`src/rtl/exc_pkg.sv`:
```
// rtl/exc_pkg.sv - shared exception codes, FSM states, event kinds and vector address
package exc_pkg;

    typedef enum logic [4:0] {
        INT  = 5'd0,
        ADEL = 5'd4,
        ADES = 5'd5,
        SYS  = 5'd8,
        BP   = 5'd9,
        RI   = 5'd10,
        OV   = 5'd12
    } exc_code_t;

    typedef enum logic [1:0] {
        S_IDLE,
        S_FLUSH,
        S_REDIRECT
    } exc_state_t;

    // Kind selects where BadVAddr comes from, or marks an ERET return
    typedef enum logic [1:0] {
        K_PLAIN,
        K_BADV_PC,
        K_BADV_MEM,
        K_ERET
    } exc_kind_t;

    localparam logic [31:0] EXC_VECTOR = 32'hBFC00380;

endpackage

```
`src/rtl/exc_priority_enc.sv`:
```
// rtl/exc_priority_enc.sv - combinational priority select of interrupt, exceptions and ERET
module exc_priority_enc
    import exc_pkg::*;
(
    input  logic [6:0] exc_flags,
    input  logic       int_pending,
    input  logic       is_eret,
    output logic       valid,
    output exc_code_t  code,
    output exc_kind_t  kind
);

    // exc_flags = {adel_if, ri, ov, sys, bp, adel_ld, ades}
    always_comb begin
        valid = 1'b1;
        code  = INT;
        kind  = K_PLAIN;
        if (int_pending) begin
            code = INT;
        end else if (exc_flags[6]) begin
            code = ADEL;
            kind = K_BADV_PC;
        end else if (exc_flags[5]) begin
            code = RI;
        end else if (exc_flags[4]) begin
            code = OV;
        end else if (exc_flags[3]) begin
            code = SYS;
        end else if (exc_flags[2]) begin
            code = BP;
        end else if (exc_flags[1]) begin
            code = ADEL;
            kind = K_BADV_MEM;
        end else if (exc_flags[0]) begin
            code = ADES;
            kind = K_BADV_MEM;
        end else if (is_eret) begin
            kind = K_ERET;
        end else begin
            valid = 1'b0;
        end
    end

endmodule

```
`src/rtl/exception_unit.sv`:
```
// rtl/exception_unit.sv - exception commit FSM (IDLE/FLUSH/REDIRECT); EXCEPTION_UNIT_PERF_COUNT_EN adds exc_count
module exception_unit
    import exc_pkg::*;
(
    input  logic        clk,
    input  logic        rst,
    input  logic        commit_valid,
    input  logic [31:0] commit_pc,
    input  logic        commit_bd,
    input  logic [6:0]  exc_flags,
    input  logic        is_eret,
    input  logic [31:0] mem_addr,
    input  logic        mem_stall,
    input  logic        allow_interrupt,
    input  logic [7:0]  interrupt_flag,
    input  logic [31:0] epc_address,
    output logic        exp_en,
    output logic        exp_badvaddr_en,
    output logic        exp_bd,
    output logic        exl_clean,
    output logic [4:0]  exp_code,
    output logic [31:0] exp_badvaddr,
    output logic [31:0] exp_epc,
    output logic        flush,
    output logic        redirect_valid,
    output logic [31:0] redirect_pc,
    output logic [31:0] exc_count
);

    exc_state_t  state, state_next;
    logic        int_pending;
    logic        detect;

    logic        enc_valid;
    exc_code_t   enc_code;
    exc_kind_t   enc_kind;

    exc_code_t   cap_code;
    logic        cap_eret;
    logic        cap_bd;
    logic        cap_badv_en;
    logic [31:0] cap_badv;
    logic [31:0] cap_epc;

    logic        in_flush;
    logic        in_redir;

    exc_priority_enc u_enc (
        .exc_flags   (exc_flags),
        .int_pending (int_pending),
        .is_eret     (is_eret),
        .valid       (enc_valid),
        .code        (enc_code),
        .kind        (enc_kind)
    );

    always_comb begin
        state_next = state;
        detect     = 1'b0;
        case (state)
            S_IDLE: begin
                if (commit_valid && !mem_stall && enc_valid) begin
                    detect     = 1'b1;
                    state_next = S_FLUSH;
                end
            end
            S_FLUSH: begin
                if (!mem_stall) state_next = S_REDIRECT;
            end
            S_REDIRECT: state_next = S_IDLE;
            default:    state_next = S_IDLE;
        endcase
    end

    always_ff @(posedge clk or negedge rst) begin
        if (!rst) begin
            state       <= S_IDLE;
            int_pending <= 1'b0;
            cap_code    <= INT;
            cap_eret    <= 1'b0;
            cap_bd      <= 1'b0;
            cap_badv_en <= 1'b0;
            cap_badv    <= 32'd0;
            cap_epc     <= 32'd0;
        end else begin
            state       <= state_next;
            int_pending <= allow_interrupt && (|interrupt_flag);
            if (detect) begin
                cap_code    <= enc_code;
                cap_eret    <= (enc_kind == K_ERET);
                cap_bd      <= (enc_kind == K_ERET) ? 1'b0 : commit_bd;
                cap_badv_en <= (enc_kind == K_BADV_PC) || (enc_kind == K_BADV_MEM);
                cap_badv    <= (enc_kind == K_BADV_PC)  ? commit_pc :
                               (enc_kind == K_BADV_MEM) ? mem_addr  : 32'd0;
                // ERET returns to CP0's EPC; delay-slot faults restart at the branch
                cap_epc     <= (enc_kind == K_ERET) ? epc_address :
                               (commit_bd ? commit_pc - 32'd4 : commit_pc);
            end
        end
    end

    assign in_flush = (state == S_FLUSH);
    assign in_redir = (state == S_REDIRECT);

    assign exp_en          = in_flush;
    assign exp_code        = in_flush ? cap_code    : 5'd0;
    assign exp_bd          = in_flush ? cap_bd      : 1'b0;
    assign exl_clean       = in_flush ? cap_eret    : 1'b0;
    assign exp_badvaddr_en = in_flush ? cap_badv_en : 1'b0;
    assign exp_badvaddr    = in_flush ? cap_badv    : 32'd0;
    assign exp_epc         = in_flush ? cap_epc     : 32'd0;

    assign flush          = in_flush || in_redir;
    assign redirect_valid = in_redir;
    assign redirect_pc    = in_redir ? (cap_eret ? cap_epc : EXC_VECTOR) : 32'd0;

`ifdef EXCEPTION_UNIT_PERF_COUNT_EN
    logic [31:0] count;

    always_ff @(posedge clk or negedge rst) begin
        if (!rst) begin
            count <= 32'd0;
        end else if (in_flush && !mem_stall && !cap_eret) begin
            count <= count + 32'd1;
        end
    end

    assign exc_count = count;
`else
    assign exc_count = 32'd0;
`endif

endmodule

```
`config.mk`:
```
export PLATFORM = sky130hd
export DESIGN_NAME = exception_unit
export DESIGN_NICKNAME = d
export VERILOG_FILES = /design/src/rtl/exc_pkg.sv /design/src/rtl/exc_priority_enc.sv /design/src/rtl/exception_unit.sv
export SDC_FILE = /design/constraint.sdc
export NUM_CORES = 1
export LEC_CHECK = 0
export ABC_AREA = 1
export CAP_MARGIN = 20
export CELL_PAD_IN_SITES_DETAIL_PLACEMENT = 1
export CELL_PAD_IN_SITES_GLOBAL_PLACEMENT = 1
export CORE_MARGIN = 5
export CORE_UTILIZATION = 46
export CTS_CLUSTER_SIZE = 40
export DETAILED_ROUTE_END_ITERATION = 8
export DONT_BUFFER_PORTS = 1
export PLACE_DENSITY_LB_ADDON = 0.1
export SYNTH_ARGS = -nofsm -noshare
export SYNTH_HDL_FRONTEND = slang
export SYNTH_SLANG_ARGS = --single-unit
```
`constraint.sdc`:
```
create_clock -name clk -period 4.7 [get_ports clk]
set_input_delay 0.94 -clock clk [delete_from_list [all_inputs] [get_ports clk]]
set_output_delay 0.94 -clock clk [all_outputs]
set_load 0.005 [all_outputs]
```
# Yosys cells after proc, flatten, opt, wreduce, memory -nomap -nowiden
# Index checks and enable logic that the tools add are counted.
# Widths: inputs -> output; s select.
word_totals:
  inputBits: 118
  ff_bits: 75
  word_cells: 69
  output_inout_bits: 139
classes:
  eq_ne: 7
  mux: 44
  add_sub_neg: 1
  n_reduce_logical: 9
op_table:
  columns: ["operator", "n"]
  rows:
  - ["$mux 32", 8]
  - ["$mux 5", 8]
  - ["$sub 32x3->32 const B", 1]
  - ["$mux 2", 11]
  - ["$mux 1", 15]
  - ["$reduce_or 8->1", 1]
  - ["$eq 2x2->1 const B", 3]
  - ["$eq 2x1->1 const B", 2]
  - ["$ne 2x2->1 const B", 2]
  - ["$pmux 2 s2", 1]
  - ["$logic_and 1x1->1", 3]
  - ["$mux 3", 1]
  - ["$logic_not 2->1", 1]
  - ["$logic_or 1x1->1", 2]
  - ["$reduce_and 2->1", 1]
  - ["$logic_not 1->1", 1]

# Longest topological paths before layout
depth:
  depth_word: 12
  ltp_mapped: 12
  mapped_depth_nobuf: 12

# By module
# Synthesis repeated with hierarchy kept, for this count alone.
hier_totals:
  cells_unflattened: 919
  hier_area_um2: 5670.4
by_module_without_submodules:
  columns: ["mod", "instances", "cells_per_inst", "seq_area_each_um2", "area_per_inst_um2"]
  rows:
  - ["exception_unit", 1, 890, 1876.8, 5520.3]
  - ["exc_priority_enc", 1, 29, 0.0, 150.1]

# Worst setup path after synthesis
# No wires, ideal clock.
synth_timing:
  kind: "in2reg"
  startpoint: "input port exc_flags[2]"
  endpoint: "register cap_epc[3]"
  setup_slack_ns: 2.291
  setup_time_ns: 0.127
  path_buffers: 1
  t_arrival_ns: 2.282
  stages: 11
  required_time_ns: 4.573
  cell_sequence: "nor2_1 nand2_1 nor2_1 o21ai_0 inv_1 ha_1 inv_2 clkbuf_1 o211ai_1 o211ai_1 o21ai_1"
synth_via:
  elab_chain_len: 9
  word_cells_on_any_way: 17
  classes_between: "eq/ne (1); mux (15); reduce/logical (1)"
synth_lines:
  columns: ["item", "line", "text"]
  rows:
  - ["start, declared", "exception_unit.sv:10", "input logic [6:0] exc_flags,"]
  - ["$mux 1", "exc_priority_enc.sv:29", "end else if (exc_flags[2]) begin"]
  - ["$mux 1", "exc_priority_enc.sv:27", "end else if (exc_flags[3]) begin"]
  - ["$mux 1", "exc_priority_enc.sv:25", "end else if (exc_flags[4]) begin"]
  - ["$mux 1", "exc_priority_enc.sv:23", "end else if (exc_flags[5]) begin"]
  - ["$mux 1", "exc_priority_enc.sv:20", "end else if (exc_flags[6]) begin"]
  - ["$mux 1", "exc_priority_enc.sv:18", "if (int_pending) begin"]
  - ["$logic_and 1x1->1", "exception_unit.sv:62", "if (commit_valid && !mem_stall && enc_valid) begin"]
  - ["$mux 1", "exception_unit.sv:62", null]
  - ["$mux 1", "exception_unit.sv:60", "case (state)"]
  - ["end signal, assigned", "exception_unit.sv:96", "cap_epc <= (enc_kind == K_ERET) ? epc_address :"]
  - ["end, declared", "exception_unit.sv:43", "logic [31:0] cap_epc;"]
# Several ways; a longest one is shown, not always the timed one.
# A chain may end at the register's enable or synchronous reset.

# Final worst setup path
layout_timing:
  startpoint: "register state[1]"
  endpoint: "output port exp_badvaddr[31]"
layout_via:
  elab_chain_len: 2
layout_lines:
  columns: ["item", "line", "text"]
  rows:
  - ["start, declared", "exception_unit.sv:30", "exc_state_t state, state_next;"]
  - ["start signal, assigned", "exception_unit.sv:86", "state <= state_next;"]
  - ["$eq 2x1->1", "exception_unit.sv:102", "assign in_flush = (state == S_FLUSH);"]
  - ["$mux 32", "exception_unit.sv:110", "assign exp_badvaddr = in_flush ? cap_badv : 32'd0;"]
  - ["end, declared", "exception_unit.sv:22", "output logic [31:0] exp_badvaddr,"]
# No other way between the ends.

==> impl_metrics.py <==
metrics = {
    "yosys": {
        "syn-mean-instance-area_sq_um": 6.110,
        "netlist_area_sq_um": 5688,
        "ys.warnings.count": 0,
        "ys_seq_area_frac": 0.3256,
        "yosys.area.top_type": "dfrtp_1",
        "netlist_instances": 931,
        "yosysMostFrequentCell": "nand2_1",
        "yosysUniqueCellTypes": 34,
        "async_flop_share": 1.000,
        "synth_edf_count": 0,
        "synth_area_leaders": "dfrtp_1 33%, nand2_1 20%, inv_1 9.8%",
        "synth_top_area_frac": 0.3256,
        "synthFlopType": "dfrtp_1",
        "synth_commonest_cells": "297 x nand2_1, 148 x inv_1, 116 x nor2_1, 77 x nand3_1, 74 x dfrtp_1",
        "ys_ff_latch": 74,
    },
    "clock_network": {
        "cts_tree": "built",
        "clock-sinks": 74,
        "cts_buffer_depth": 2,
        "cts_root_buf": "clkbuf_16",
        "hold_buffers": 0,
        "post_cts_buffers": 0,
        "cts_buffers": 9,
        "cts.htree.levels": 3,
        "cts.reportedPaths.clkPinSlew_ns": 0.06,
        "cts_resized": 0,
        "clk_latency_ns": 0.34,
    },
    "critical_path": {
        "reg2reg_from": "int_pending$_DFF_PN0_",
        "cp_cell_sequence": "inv_1 > ha_2 > buf_4 > nand2_1 > inv_1",
        "start_kind": "register",
        "cp_slowest_cell": "ha_2",
        "required_ns": 3.76,
        "reg2reg_setup_slack_ns": 2.07,
        "cp-end-kind": "primary output",
        "critPathMaxFanout": 42,
        "slowest_delay_ns": 0.66,
        "critPathKind": "register to primary output",
        "cp.arrival_ns": 2.34,
        "crit_top_cell": "inv_1",
        "r2r-end": "cap_epc[6]$_DFFE_PN0P_",
        "rr_worst_depth": 9,
    },
    "floorplanning": {
        "core_area_sq_um": 12060,
        "num_rows": 40,
        "die_y_um": 121.2,
        "die_area_sq_um": 14690,
        "io_pins": 257,
        "dieWidth_um": 121.2,
        "initial_core_util": 0.4716,
    },
    "power": {
        "power_density_nw_per_um2": 436.1,
        "peakVddDrop_uv": 149.5,
        "leakagePower_nw": 3.554,
        "p_total_mw": 2.579,
    },
    "timing": {
        "setup_viol": 0,
        "slew_violations": 0,
        "rsz0062_at_grt": "false",
        "tns_ns": 0,
        "slew_headroom": 0.3726,
        "tightest_slew_ns": 0.9410,
        "fin_crit_ns": 3.278,
        "skew_ns": 0.006947,
        "finalHoldViolCount": 0,
        "min_period_over_period": 0.6976,
        "max_freq_mhz": 305.0,
    },
    "grt": {
        "first_global_vias": 5840,
        "grt_usage": 0.2674,
        "antenna_found_initial": 0,
        "grt.overflow.total": 0,
        "grt_pass1_wl_um": 31220,
        "grt_start_max_net_pins": 75,
    },
    "drt": {
        "vias_per_cell": 5.235,
        "drc": 0,
        "vias": 5638,
        "drt_iter0_drc": 408,
        "firstDrtPassIters": 4,
        "ant_nets": 0,
        "wire_per_inst_um": 18.43,
        "wirelength_um": 19840,
    },
    "flow_run": {
        "maxCapViolCount": 0,
    },
    "run_status": {
        "outcome": "complete, no violations",
    },
    "final_layout": {
        "num_antenna_cells": 0,
        "nNetsFinal": 1029,
        "fillCellCount": 1687,
        "syn2layout_area_growth_pct": 3.960,
        "drive_above_1_share": 0.04950,
        "final_util": 0.4902,
    },
    "placement": {
        "dpl.hpwl_um": 15300,
        "place_congestion": 0.8941,
        "port_buffers": 0,
    },
    "worst_hold_path": {
        "hold_class": "input pin to async pin",
    },
}
==> worst max-delay path: cells and delay by family (launching register included) <==
| kind | cells | cell delay (ns) |
|---|---|---|
| flip-flops | 1 | 0.38 |
| AND/OR/NAND/NOR | 1 | 0.18 |
| buffers and inverters | 3 | 0.74 |
| adder cells (fa/ha/maj) | 1 | 0.66 |
==> sequential cells by signal (all words and copies together) (netlist names) <==
signal / cells
cap_code: 4
cap_badv_en: 1
state: 2
cap_bd: 1
cap_badv: 32
cap_eret: 1
int_pending: 1
cap_epc: 32
==> layer usage <==
| layer | share of wire | vias up | GRT usage |
|---|---|---|---|
| li1 | - | 2710 | - |
| met1 | 0.44 | 2667 | 0.3563 |
| met2 | 0.46 | 232 | 0.4321 |
| met3 | 0.081 | 29 | 0.06527 |
| met4 | 0.021 | 0 | 0.07773 |
| met5 | 0 | - | 0 |
==> cell families after synthesis <==
| kind of cell | count (synthesis) | synth area share |
|---|---|---|
| compound gates | 96 | 0.09371 |
| xor+xnor | 1 | 0.001540 |
| fa+ha+maj | 7 | 0.01540 |
| buf+inv | 228 | 0.1795 |
| flops | 74 | 0.3256 |
| other cells | 1 | 0.0006593 |
| simple gates | 524 | 0.3836 |
==> through the flow <==
| step | instances | hold slack [ns] | worst slack, ns | cell area [sq um] |
|---|---|---|---|---|
| after floorplan | 963 | 0.4492 | 2.291 | 5808 |
| after global placement | 1061 | 0.4619 | 1.562 | 5607 |
| after detailed placement | 1061 | 0.4671 | 1.429 | 5607 |
| after CTS | 1077 | 0.2854 | 1.402 | 5913 |
| after global routing | 1077 | 0.2826 | 1.295 | 5913 |
| final | 1077 | 0.2972 | 1.422 | 5913 |
==> report_power, final <==
group	total (mW)	switching [mW]	internal, mW
sequential	1.05	0.172	0.875
clock	0.719	0.280	0.440
combinational	0.812	0.575	0.237
total	2.58	1.03	1.55
==> worst max path at each step <==
stage	startpoint	endpoint	cells past startpoint	slack, ns
final	state[1]$_DFFE_PN0P_	exp_badvaddr[31]	5	1.42
after global routing	state[1]$_DFFE_PN0P_	exp_badvaddr[31]	5	1.30
after CTS	state[1]$_DFFE_PN0P_	exp_badvaddr[31]	5	1.40
after detailed placement	exc_flags[2]	cap_epc[6]$_DFFE_PN0P_	11	1.43
after global placement	exc_flags[2]	cap_epc[16]$_DFFE_PN0P_	10	1.56
after floorplan	exc_flags[2]	cap_epc[3]$_DFFE_PN0P_	11	2.29
==> placed cells by master, fill, tap and decap left out, types with 2 or more instances in the layout <==
master	instances
nor2_2	5
dfrtp_1	74
nand3_1	77
inv_1	148
ha_1	6
nand4_1	7
buf_4	3
o211ai_1	11
clkbuf_16	9
o21ai_0	48
nor4_1	2
clkbuf_8	2
conb_1	33
nor3_1	5
o21ai_1	18
a21boi_1	4
a21oi_1	11
nor2_1	116
inv_2	5
nand2_2	9
nor2_4	3
clkinvlp_4	2
nand2_1	297
==> area by class of cell <==
cell class	instances	area [sq um]	area share
multi-input cells	661	2938	0.4968
flip-flops and latches	74	1852	0.3132
inverters	155	584.3	0.09882
clock buffers	12	256.5	0.04338
well taps	168	210.2	0.03555
clock inverters	4	50.05	0.008464
repair buffers	3	22.52	0.003809
No activity file was read; power rests on OpenSTA's default activity.
